$ cat src/rtl/ucie_sb_tx_serializer_if.sv
// Upstream packet handshake bundle for the sideband transmit serializer.
// Latency: none (wires only).
// Backpressure: tx_ready low holds the producer; tx_data must stay stable while stalled.
interface ucie_sb_tx_serializer_if #(
   parameter int PKT_BITS = 64
);
   logic                tx_valid;
   logic                tx_ready;
   logic [PKT_BITS-1:0] tx_data;

   // Packet producer side
   modport master (
      output tx_valid,
      output tx_data,
      input  tx_ready
   );

   // Serializer side
   modport slave (
      input  tx_valid,
      input  tx_data,
      output tx_ready
   );
endinterface

$ cat src/rtl/ucie_sb_tx_serializer.sv
// UCIe sideband TX: buffers 64-bit packets and shifts them LSB-first with a forwarded clock and idle gap.
// Latency: push at edge N into an empty idle block -> pop at N+1 -> bit 0 on SBTX_DATA at N+2.
// Backpressure: tx_ready (registered) is low while the FIFO is full; no bypass on a same-cycle pop.
module ucie_sb_tx_serializer #(
   parameter int PKT_BITS   = 64,
   parameter int GAP_UI     = 32,
   parameter int FIFO_DEPTH = 4
) (
   input  logic                    clk,
   input  logic                    reset,
   ucie_sb_tx_serializer_if.slave  tx,
   output logic                    SBTX_CLK,
   output logic                    SBTX_DATA,
   output logic                    busy,
   output logic                    pkt_sent
);

   localparam int BCW = (PKT_BITS > 1) ? $clog2(PKT_BITS) : 1;
   localparam int PW  = (FIFO_DEPTH > 1) ? $clog2(FIFO_DEPTH) : 1;
   localparam int CW  = PW + 1;
   localparam int GCW = 9;

   localparam logic [BCW-1:0] LAST_BIT = BCW'(PKT_BITS - 1);
   localparam logic [GCW-1:0] GAP_LAST = GCW'(2 * GAP_UI - 1);
   localparam logic [CW-1:0]  DEPTH_C  = CW'(FIFO_DEPTH);

   typedef enum logic [1:0] {
      ST_IDLE  = 2'd0,
      ST_SHIFT = 2'd1,
      ST_GAP   = 2'd2
   } state_t;

   // ---------------------------------------------------------------
   // Packet FIFO
   // ---------------------------------------------------------------
   logic [PKT_BITS-1:0] mem_q [FIFO_DEPTH];
   logic [PW-1:0]       wr_ptr_q, wr_ptr_d;
   logic [PW-1:0]       rd_ptr_q, rd_ptr_d;
   logic [CW-1:0]       count_q, count_d;
   logic                tx_ready_q;
   logic                empty;
   logic                push;
   logic                pop;
   logic [PKT_BITS-1:0] head_dat;

   assign empty       = (count_q == '0);
   assign push        = tx.tx_valid && tx_ready_q;
   assign head_dat    = mem_q[rd_ptr_q];
   assign tx.tx_ready = tx_ready_q;

   // FIFO pointer/occupancy next-state; pointers wrap naturally at a power-of-2 depth
   always_comb begin
      wr_ptr_d = wr_ptr_q;
      rd_ptr_d = rd_ptr_q;
      count_d  = count_q;
      if (push) begin
         wr_ptr_d = wr_ptr_q + PW'(1);
      end
      if (pop) begin
         rd_ptr_d = rd_ptr_q + PW'(1);
      end
      case ({push, pop})
         2'b10:   count_d = count_q + CW'(1);
         2'b01:   count_d = count_q - CW'(1);
         default: count_d = count_q;
      endcase
   end

   // FIFO control registers; ready is registered from the next occupancy
   always_ff @(posedge clk) begin
      if (reset) begin
         wr_ptr_q   <= '0;
         rd_ptr_q   <= '0;
         count_q    <= '0;
         tx_ready_q <= 1'b0;
      end else begin
         wr_ptr_q   <= wr_ptr_d;
         rd_ptr_q   <= rd_ptr_d;
         count_q    <= count_d;
         tx_ready_q <= (count_d != DEPTH_C);
      end
   end

   // FIFO storage; a push presented alongside reset is dropped
   always_ff @(posedge clk) begin
      if (push && !reset) begin
         mem_q[wr_ptr_q] <= tx.tx_data;
      end
   end

   // ---------------------------------------------------------------
   // Serializer FSM
   // ---------------------------------------------------------------
   state_t              state_q, state_d;
   logic [BCW-1:0]      bit_cnt_q, bit_cnt_d;
   logic                ph_q, ph_d;
   logic [GCW-1:0]      gap_cnt_q, gap_cnt_d;
   logic [PKT_BITS-1:0] shift_q, shift_d;

   // State and datapath register
   always_ff @(posedge clk) begin
      if (reset) begin
         state_q   <= ST_IDLE;
         bit_cnt_q <= '0;
         ph_q      <= 1'b0;
         gap_cnt_q <= '0;
         shift_q   <= '0;
      end else begin
         state_q   <= state_d;
         bit_cnt_q <= bit_cnt_d;
         ph_q      <= ph_d;
         gap_cnt_q <= gap_cnt_d;
         shift_q   <= shift_d;
      end
   end

   // Next-state: pop on entry to SHIFT, two clk phases per UI, exact gap then reload or idle
   always_comb begin
      state_d   = state_q;
      bit_cnt_d = bit_cnt_q;
      ph_d      = ph_q;
      gap_cnt_d = gap_cnt_q;
      shift_d   = shift_q;
      pop       = 1'b0;
      case (state_q)
         ST_IDLE: begin
            if (!empty) begin
               pop       = 1'b1;
               shift_d   = head_dat;
               bit_cnt_d = '0;
               ph_d      = 1'b0;
               state_d   = ST_SHIFT;
            end
         end
         ST_SHIFT: begin
            if (!ph_q) begin
               ph_d = 1'b1;
            end else begin
               ph_d = 1'b0;
               if (bit_cnt_q == LAST_BIT) begin
                  gap_cnt_d = '0;
                  state_d   = ST_GAP;
               end else begin
                  bit_cnt_d = bit_cnt_q + BCW'(1);
               end
            end
         end
         ST_GAP: begin
            if (gap_cnt_q == GAP_LAST) begin
               if (!empty) begin
                  // Reload straight into SHIFT so the gap is not stretched by an IDLE cycle
                  pop       = 1'b1;
                  shift_d   = head_dat;
                  bit_cnt_d = '0;
                  ph_d      = 1'b0;
                  state_d   = ST_SHIFT;
               end else begin
                  state_d = ST_IDLE;
               end
            end else begin
               gap_cnt_d = gap_cnt_q + GCW'(1);
            end
         end
         default: begin
            state_d = ST_IDLE;
         end
      endcase
   end

   // ---------------------------------------------------------------
   // Outputs
   // ---------------------------------------------------------------
   logic sbtx_clk_q,  sbtx_clk_d;
   logic sbtx_data_q, sbtx_data_d;
   logic pkt_sent_q,  pkt_sent_d;
   logic busy_q,      busy_d;

   // Output decode: clock high on phase 1, data held across both phases of a UI
   always_comb begin
      sbtx_clk_d  = 1'b0;
      sbtx_data_d = 1'b0;
      pkt_sent_d  = 1'b0;
      busy_d      = (state_q != ST_IDLE) || !empty;
      if (state_q == ST_SHIFT) begin
         sbtx_clk_d  = ph_q;
         sbtx_data_d = shift_q[bit_cnt_q];
         pkt_sent_d  = ph_q && (bit_cnt_q == LAST_BIT);
      end
   end

   // Output registers
   always_ff @(posedge clk) begin
      if (reset) begin
         sbtx_clk_q  <= 1'b0;
         sbtx_data_q <= 1'b0;
         pkt_sent_q  <= 1'b0;
         busy_q      <= 1'b0;
      end else begin
         sbtx_clk_q  <= sbtx_clk_d;
         sbtx_data_q <= sbtx_data_d;
         pkt_sent_q  <= pkt_sent_d;
         busy_q      <= busy_d;
      end
   end

   assign SBTX_CLK  = sbtx_clk_q;
   assign SBTX_DATA = sbtx_data_q;
   assign pkt_sent  = pkt_sent_q;
   assign busy      = busy_q;

endmodule

$ cat src/flat_wrapper.sv
// flat-port wrapper written by rule: the top's interface ports become plain ports
module ucie_sb_tx_serializer_flat 
#(
   parameter int PKT_BITS   = 64,
   parameter int GAP_UI     = 32,
   parameter int FIFO_DEPTH = 4
)
  (clk, reset, SBTX_CLK, SBTX_DATA, busy, pkt_sent, tx_tx_valid, tx_tx_data, tx_tx_ready);
  ucie_sb_tx_serializer_if #(.PKT_BITS(PKT_BITS)) tx_i ();
  input  logic clk;
  input  logic reset;
  output logic SBTX_CLK;
  output logic SBTX_DATA;
  output logic busy;
  output logic pkt_sent;
  input wire logic [$bits(tx_i.tx_valid)-1:0] tx_tx_valid;
  input wire logic [$bits(tx_i.tx_data)-1:0] tx_tx_data;
  output wire logic [$bits(tx_i.tx_ready)-1:0] tx_tx_ready;
  assign tx_i.tx_valid = tx_tx_valid;
  assign tx_i.tx_data = tx_tx_data;
  assign tx_tx_ready = tx_i.tx_ready;
  ucie_sb_tx_serializer #(.PKT_BITS(PKT_BITS), .GAP_UI(GAP_UI), .FIFO_DEPTH(FIFO_DEPTH)) u_core (.clk(clk), .reset(reset), .tx(tx_i), .SBTX_CLK(SBTX_CLK), .SBTX_DATA(SBTX_DATA), .busy(busy), .pkt_sent(pkt_sent));
endmodule
$ cat config.mk
export PLATFORM = sky130hd
export DESIGN_NAME = ucie_sb_tx_serializer_flat
export DESIGN_NICKNAME = d
export VERILOG_FILES = /design/src/rtl/ucie_sb_tx_serializer_if.sv /design/src/rtl/ucie_sb_tx_serializer.sv /design/src/flat_wrapper.sv
export SDC_FILE = /design/constraint.sdc
export NUM_CORES = 1
export LEC_CHECK = 0
export ABC_AREA = 1
export CORE_UTILIZATION = 30
export DETAILED_ROUTE_END_ITERATION = 6
export GPL_ROUTABILITY_DRIVEN = 0
export GPL_TIMING_DRIVEN = 0
export PLACE_DENSITY = 0.49
export SKIP_LAST_GASP = 1
export SLEW_MARGIN = 40
export SYNTH_ARGS = -nofsm -noshare
export SYNTH_HDL_FRONTEND = slang
export SYNTH_SLANG_ARGS = --single-unit
$ cat constraint.sdc
create_clock -name clk -period 4.78 [get_ports clk]
set_input_delay 1.434 -clock clk [delete_from_list [all_inputs] [get_ports clk]]
set_output_delay 1.434 -clock clk [all_outputs]
set_load 0.005 [all_outputs]
[After elaboration in Yosys (flattened, before gate mapping)]
Memory sizes are Yosys's and may differ from the RTL's. A register that Yosys moved wholly into a read port is not among the register bits.
Cells that the tools add are included.
Widths: inputs -> output; s select.
Word-level totals
  register bits: 94
  bits in latches: 0
  bits in writable memories: 256
  ROM bits: 0
  bits of input ports: 67
  output and inout bits: 5
  word-level logic and storage cells: 85
  memories: 1
Memories
  u_core.mem_q: depth 4, width 64, rd ports 1, clocked after memory_dff 1, wr ports 1, line ucie_sb_tx_serializer.sv:36  | logic [PKT_BITS-1:0] mem_q [FIFO_DEPTH];
Cells by class
  add/subtract/negate cells: 6
  $mul: 0
  divide/modulo/power cells: 0
  $lt $le $gt $ge: 1
  equal/unequal tests: 13
  shift operators: 0
  muxes and demuxes: 32
  bitwise gates (word level): 1
  reduce and logical (&&, ||, !) cells: 18
Operator list (number)
  $mux 64: 2
  $pmux 64 s2: 1
  $mux 9: 3
  $mux 6: 4
  $pmux 6 s3: 1
  $pmux 9 s2: 1
  $mux 2: 6
  $reduce_and 4->1: 3
  $add 9x1->9 const B: 1
  $eq 9x6->1 const B: 1
  $mux 1: 9
  $lt 6x7->1 const B: 1
  $add 6x1->6 const B: 1
  $bmux 1 s6: 1
  $eq 6x6->1 const B: 1
  $ne 2x1->1 const B: 3
  $ne 2x2->1 const B: 3
  $pmux 2 s3: 1
  $pmux 3 s2: 1
  $reduce_bool 2->1: 3
  $add 2x1->2 const B: 2
  $eq 2x1->1 const B: 2
  $eq 2x2->1 const B: 2
  $reduce_and 2->1: 2
  13 further kinds: 16

[Longest topological paths before layout]
Gate-level depths: netlist (run 1).
  depth in word-level cells: 7
  depth in mapped cells: 16
  depth with buffers taken out: 15

[Worst setup path before layout (run 1)]
No wires, ideal clock.
  path kind: input-to-reg
  start point: input port reset
  end point: memory u_core.mem_q[0][0] (enable)
  library setup time: 0.487 ns
  arrival: 4.421 ns
  data required time: 4.293 ns
  setup slack: -0.127 ns
  stages on the path: 3
  buffers on the path: 0
  path through: inv_1 -> nand3_1 -> nor2_1
On the way
  cells in the longest elaborated chain, start to end: 4
RTL lines
  start: declaration: line flat_wrapper.sv:11  | input logic reset;
  $logic_not 1->1: line ucie_sb_tx_serializer.sv:86  | if (push && !reset) begin
  $logic_and 1x1->1: line ucie_sb_tx_serializer.sv:86
  $mux 1: line ucie_sb_tx_serializer.sv:86
  $mux 1 (not written as such): line ucie_sb_tx_serializer.sv:87  | mem_q[wr_ptr_q] <= tx.tx_data;
  end: declaration: line ucie_sb_tx_serializer.sv:36
No other way between the ends.

[Worst setup path after layout (run 1)]
  start point: input port reset
  end point: memory u_core.mem_q[3][62] (enable)
The elaborated chain is that of the path after synthesis.

==> metrics.cfg, run 1 <==
[cells_and_area]
diodes = 0
num-fill-cells = 4453
fin_util = 0.374
syn_to_final_growth_pct = 23.0
final_area_mm2 = 0.0170
drive_gt1_frac = 0.0926
fin_nets = 1459
fin_cells = 2014

[sta]
hold_viol = 0
period_needed_ps = 3600
skew_ps = 11.4
rsz0062_at_grt = no
setup-violations-final = 0
fin_tns_setup_ps = 0
fmax_mhz = 278
slew_headroom = 0.563
post-route-period-util = 0.752
report.final.slew_viol_count = 0
holdWs_ps = 456
worst_slew_pin_slew_ps = 656

[place]
placed_area_mm2 = 0.0158
dp_cells = 1943
dpl.hpwl_um = 24900
io_buffer_count = 71

[cts]
cts_hold_buf = 0
cts_buffer_depth = 3
clk_latency_ps = 540
path_clk_slew_ps = 60
cts_tree = built
cts_max_level = 2
postCtsSetupRepairBufs = 0
numCtsBuffers = 39
cts_root_buf = clkbuf_16
cts.sinks = 352
cts_resized = 0

[synthesis]
yosysMostFrequentCell = nor2_1
yosys-top-cells-area = edfxtp_1 (56%), dfxtp_1 (14%), nor2_1 (7.2%)
yosysUniqueCellTypes = 31
ys_seq_area_frac = 0.696
ys_ff_latch = 352
netlist_top_cells_count = nor2_1 (263), edfxtp_1 (256), o21ai_0 (136)
syn_area_mm2 = 0.0138
yosys_warnings = 0
synthCells = 1253
synth_flop_cell = edfxtp_1
synth-edff-count = 256
synth_top_area_share = 0.557
syn_avg_cell_area_um2 = 11.0
synth_nets = 1328
synth-async-reset-ratio = 0
yosys.area.top_type = edfxtp_1

[setup_path]
cp-end-kind = register
rr_worst_depth = 15
critPathLaunch = reset
endpoint = u_core.mem_q[3][62]
r2r_start = u_core.gap_cnt_q[0]
crit_required_ps = 5020
start_kind = input port
critical_path_arrival_ps = 3840
path_class = in2reg
crit_fanout = 14
r2r_end = u_core.tx.tx_ready
r2r_slack_ps = 1770

[power]
combPwrFrac = 0.277
p_int_uw = 6070
p_leak_uw = 0.00580
seqPwrFrac = 0.408
switchingPower_uw = 3070
ir_drop_mv = 0.245
cellPowerDensity_mw_per_mm2 = 539
p_clk_frac = 0.315
sw_frac_of_total = 0.336

[global_route]
antenna_found_initial = 0
grt_pass1_wl_um = 57200
gr-total-overflow = 0
grt_pass1_vias = 9370
track_usage = 0.162
grt_max_degree = 17

[floorplan]
die_x_um = 216
rows = 78
die-area_mm2 = 0.0469
die_y_um = 216
core-area_mm2 = 0.0454
initial_core_util = 0.304
pin_count = 72

[detailed_routing]
post_drt_wl_per_cell_um = 18.3
via_count = 9439
wl_um = 37000
dr.pass1.iters = 5
vias_per_cell = 4.69
ant_nets = 0
drc = 0
drt_iter0_markers = 649

[status]
status = finished clean

[min_path]
hp-class = reg2reg

[run]
drv_cap = 0

flip-flops by register name, summed over array words and instances (netlist names), named ones only:
signal,flops
u_core.ph_q,1
u_core.rd_ptr_q,2
u_core.SBTX_DATA,1
u_core.state_q,2
u_core.gap_cnt_q,9
u_core.tx.tx_ready,1
u_core.shift_q,64
u_core.wr_ptr_q,2
u_core.mem_q,256
u_core.busy,1
u_core.pkt_sent,1
u_core.SBTX_CLK,1
u_core.bit_cnt_q,6
u_core.count_q,3
routing by layer:
layer / global-route usage / wire length [um] / vias to the layer above
met2: 0.260 / 17300 / 173
met4: 0.0594 / 973 / 0
met3: 0.0247 / 1360 / 57
met5: 0 / 0 / -
met1: 0.221 / 17300 / 4528
li1: - / - / 4681
power by group through the flow:
| stage | clock network [uW] | logic (uW) | registers, uW |
|---|---|---|---|
| 2_1_floorplan | 0 | 1630 | 3740 |
| 3_3_place_gp | 0 | 2500 | 3810 |
| 3_5_place_dp | 0 | 2570 | 3790 |
| 4_1_cts | 2950 | 2580 | 3730 |
| 5_1_grt | 3080 | 2840 | 3760 |
| 6_report | 2880 | 2540 | 3730 |
kinds of logic (layout without fill, tap and decap cells):
| family | count (synthesis) | after routing | synth area share |
|---|---|---|---|
| and+or+nand+nor | 445 | 445 | 0.129 |
| DFF | 352 | 352 | 0.696 |
| AOI/OAI and AO/OA | 320 | 320 | 0.122 |
| buffers and inverters | 121 | 282 | 0.0397 |
| adders and majority gates | 8 | 8 | 0.00780 |
| xor gates and xnor gates | 7 | 7 | 0.00444 |
per-stage QoR:
step | total power (uW) | setup WS (ps)
after floorplan | 5380 | -127
after global placement | 6310 | -3920
after detailed placement | 6360 | 530
after CTS | 9260 | 1080
after global routing | 9680 | 987
final | 9150 | 1180
worst min-delay path by stage:
stage | endpoint | cells past startpoint | startpoint
2_1_floorplan | u_core.shift_q[20] | 2 | u_core.shift_q[20]
3_3_place_gp | u_core.shift_q[6] | 2 | u_core.shift_q[6]
3_5_place_dp | u_core.shift_q[6] | 2 | u_core.shift_q[6]
4_1_cts | u_core.shift_q[6] | 2 | u_core.shift_q[6]
5_1_grt | u_core.shift_q[4] | 2 | u_core.shift_q[4]
6_report | u_core.shift_q[6] | 2 | u_core.shift_q[6]
worst max-delay path, cell delays in order:
cell	delay, ps
clkdlybuf4s50_1	490
inv_1	450
nand3_1	450
nor2_4	550
buf_8	260
buf_16	170
layout make-up:
type                            count  area [um^2]  share of cell area
Buffer                             71          355              0.0209
Multi-Input combinational cell    780         3670               0.216
Sequential cell                   352         9610               0.566
Clock buffer                       55         1090              0.0641
Clock inverter                     16          129             0.00759
Inverter                           50          193              0.0114
Timing Repair Buffer               90         1170              0.0690
Tap cell                          600          751              0.0442
placed cells by master (no fill, tap or decap), types with 3 or more instances in the layout:
master           count
nor2_1             259
edfxtp_1           256
o21ai_0            136
nand2_1            120
dfxtp_1             96
o21ai_1             75
clkdlybuf4s50_1     71
a31oi_1             53
clkbuf_1            42
a21oi_1             42
inv_1               41
clkbuf_16           41
nand3_1             40
buf_2               29
buf_16              14
o22ai_1             12
inv_2                8
xor2_1               7
ha_1                 7
clkinv_2             7
nor3_1               6
buf_6                6
nand2_2              5
nor2_4               5
buf_1                5
clkinv_1             5
buf_8                5
nand3b_1             3
nand4_1              3
(Power assumes the default switching activity.)
==> inputs of run 2 (changes only) <==
--- a/config.mk
+++ b/config.mk
@@ -10,7 +10,7 @@
 export DETAILED_ROUTE_END_ITERATION = 6
 export GPL_ROUTABILITY_DRIVEN = 0
 export GPL_TIMING_DRIVEN = 0
-export PLACE_DENSITY = 0.49
+export PLACE_DENSITY = 0.48
 export SKIP_LAST_GASP = 1
 export SLEW_MARGIN = 40
 export SYNTH_ARGS = -nofsm -noshare
==> constraint.sdc (replaced) <==
create_clock -name clk -period 3.6 [get_ports clk]
set_input_delay 1.08 -clock clk [delete_from_list [all_inputs] [get_ports clk]]
set_output_delay 1.08 -clock clk [all_outputs]
set_load 0.005 [all_outputs]
==> run 2 against run 1 <==
Net effect: sequential share of layout area up 0.30 points; clock power is 33% higher; wire length increased by 0.65%; global-route usage about the same; sequential cell count did not move; critical endpoint is now u_core.mem_q[3][32]; largest cell class unchanged; highest routed layer unchanged.
==> metrics.cfg, run 2 (synthesis gave the netlist of run 1 again) <==
[sta]
report.final.slew_viol_count = 0  ; unchanged
post-route-period-util = 0.920
setup-violations-final = 0  ; unchanged
rsz0062_at_grt = no
worst_slew_pin_slew_ps = 658  ; +2.64 ps
period_needed_ps = 3310
slew_headroom = 0.561  ; -0.00176
fmax_mhz = 302
worst_slack_ps = 289  ; -895 ps
skew_ps = 18.0  ; +6.67 ps
hold_viol = 0  ; unchanged

[place]
dpl.hpwl_um = 24800  ; -0.27%
io_buffer_count = 71  ; unchanged
dp_cells = 1940  ; -0.15%
place_ws_ps = -339  ; -869 ps
placed_area_mm2 = 0.0156  ; -0.68%

[setup_path]
start_kind = input port
crit_fanout = 16  ; +2
cp_cell_sequence = clkdlybuf4s50_1 -> inv_1 -> nand3_1 -> nor2_4 -> buf_8 -> buf_16
critical_path_arrival_ps = 3570  ; -270 ps
r2r_start = u_core.gap_cnt_q[0]
r2r_end = u_core.tx.tx_ready
path_class = in2reg
r2r_slack_ps = 700  ; -1070 ps
critPathLaunch = reset
cpPeakStageDelay_ps = 590  ; +40 ps
cp-end-kind = register
endpoint = u_core.mem_q[3][32]
crit_required_ps = 3850  ; -1170 ps
rr_worst_depth = 15  ; unchanged
cp_slowest_cell = nor2_4

[global_route]
grt_pass1_wl_um = 57400  ; +0.40%
grt_max_degree = 18  ; +1
antenna_found_initial = 0  ; unchanged
grt_pass1_vias = 9547  ; +1.9%
gr-total-overflow = 0  ; unchanged
track_usage = 0.162  ; about the same

[detailed_routing]
via_count = 9446  ; +0.074%
dr.pass1.iters = 6  ; +1
post_drt_wl_per_cell_um = 18.5  ; +0.75%
drt_iter0_markers = 652  ; +0.46%
wl_um = 37200  ; +0.65%
vias_per_cell = 4.69  ; +0.17%
ant_nets = 0  ; unchanged
drc = 0  ; unchanged

[cts]
cts_max_level = 2  ; unchanged
cts_tree = built
path_clk_slew_ps = 60  ; about the same
cts.sinks = 352  ; unchanged
clk_latency_ps = 560  ; +20 ps
cts_resized = 0  ; unchanged
cts_buffer_depth = 3  ; unchanged
cts_root_buf = clkbuf_16
numCtsBuffers = 39  ; unchanged
cts_hold_buf = 0  ; unchanged
postCtsSetupRepairBufs = 0  ; unchanged

[floorplan]
rows = 78  ; unchanged
die_y_um = 216  ; unchanged
pin_count = 72  ; unchanged
die_x_um = 216  ; unchanged
initial_core_util = 0.304  ; unchanged
core-area_mm2 = 0.0454  ; unchanged
die-area_mm2 = 0.0469  ; unchanged

[min_path]
min-delay-start = u_core.shift_q[4]
hp-class = reg2reg

[cells_and_area]
num-fill-cells = 4530  ; +1.7%
regArea_mm2 = 0.00961  ; unchanged
multi_input_area_mm2 = 0.00367  ; unchanged
drive_gt1_frac = 0.0928  ; +0.000131
syn_to_final_growth_pct = 22.3
layout_commonest_cell = nor2_1
final_cell_mix = nor2_1 (259), edfxtp_1 (256), o21ai_0 (136)
fin_cells = 2012  ; -0.099%
diodes = 0  ; unchanged
regMostFlops = u_core.mem_q
largest_register_ffs = 256  ; unchanged
fin_nets = 1456  ; -0.21%
final_area_mm2 = 0.0169  ; -0.52%
reg.largest.list = u_core.mem_q x256, u_core.shift_q x64, u_core.gap_cnt_q x9

[power]
cellPowerDensity_mw_per_mm2 = 719  ; +33%
p_leak_uw = 0.00577  ; -0.50%
power.total_uw = 12100  ; +33%
ir_drop_mv = 0.278  ; +13%

[status]
status = finished clean

[run]
drv_cap = 0  ; unchanged

run 2: cell count changes in the layout (fill, tap and decap cells not counted), sizes merged:
cell and delta:
buf -3, bufinv -1, clkbuf +4, clkinv -2, clkinvlp -1, inv +1
run 2: per-layer routing:
metal / vias to the layer above / GRT usage / routed length (um)
li1: 4672 / - / -
met1: 4533 / 0.220 / 17500
met2: 186 / 0.263 / 17400
met3: 55 / 0.0261 / 1530
met4: 0 / 0.0523 / 810
met5: - / 0 / 0
run 2: stage by stage:
| stage | TNS [ps] | utilization | hold slack (ps) |
|---|---|---|---|
| finish | 0 | 0.372 | 458 |
| global route | 0 | 0.372 | 474 |
| CTS | 0 | 0.372 | 458 |
| detailed placement | -37240 | 0.345 | 449 |
| global placement | -1156770 | 0.336 | 449 |
| floorplan | -244090 | - | 425 |
run 2: cell type report:
| type | instances | area share |
|---|---|---|
| Timing Repair Buffer | 87 | 0.0630 |
| Multi-Input combinational cell | 780 | 0.218 |
| Buffer | 71 | 0.0211 |
| Clock buffer | 59 | 0.0671 |
| Inverter | 50 | 0.0114 |
| Clock inverter | 13 | 0.00615 |
| Tap cell | 600 | 0.0445 |
| Sequential cell | 352 | 0.569 |
run 2: worst min-delay path by stage:
stage | end | slack, ps | cells past startpoint
global route | u_core.shift_q[6] | 470 | 2
global placement | u_core.shift_q[4] | 450 | 2
floorplan | u_core.shift_q[20] | 430 | 2
CTS | u_core.shift_q[4] | 460 | 2
detailed placement | u_core.shift_q[4] | 450 | 2
finish | u_core.shift_q[4] | 460 | 2
run 2: critical path, delay by kind of cell:
family / cells / cell delay, ps
AND/OR/NAND/NOR: 2 / 1060
buffers and inverters: 4 / 1400
run 2: report_power, final:
| group | internal [uW] | switching (uW) | total, uW |
|---|---|---|---|
| logic | 1050 | 2300 | 3360 |
| registers | 4750 | 190 | 4940 |
| clock network | 2250 | 1590 | 3840 |
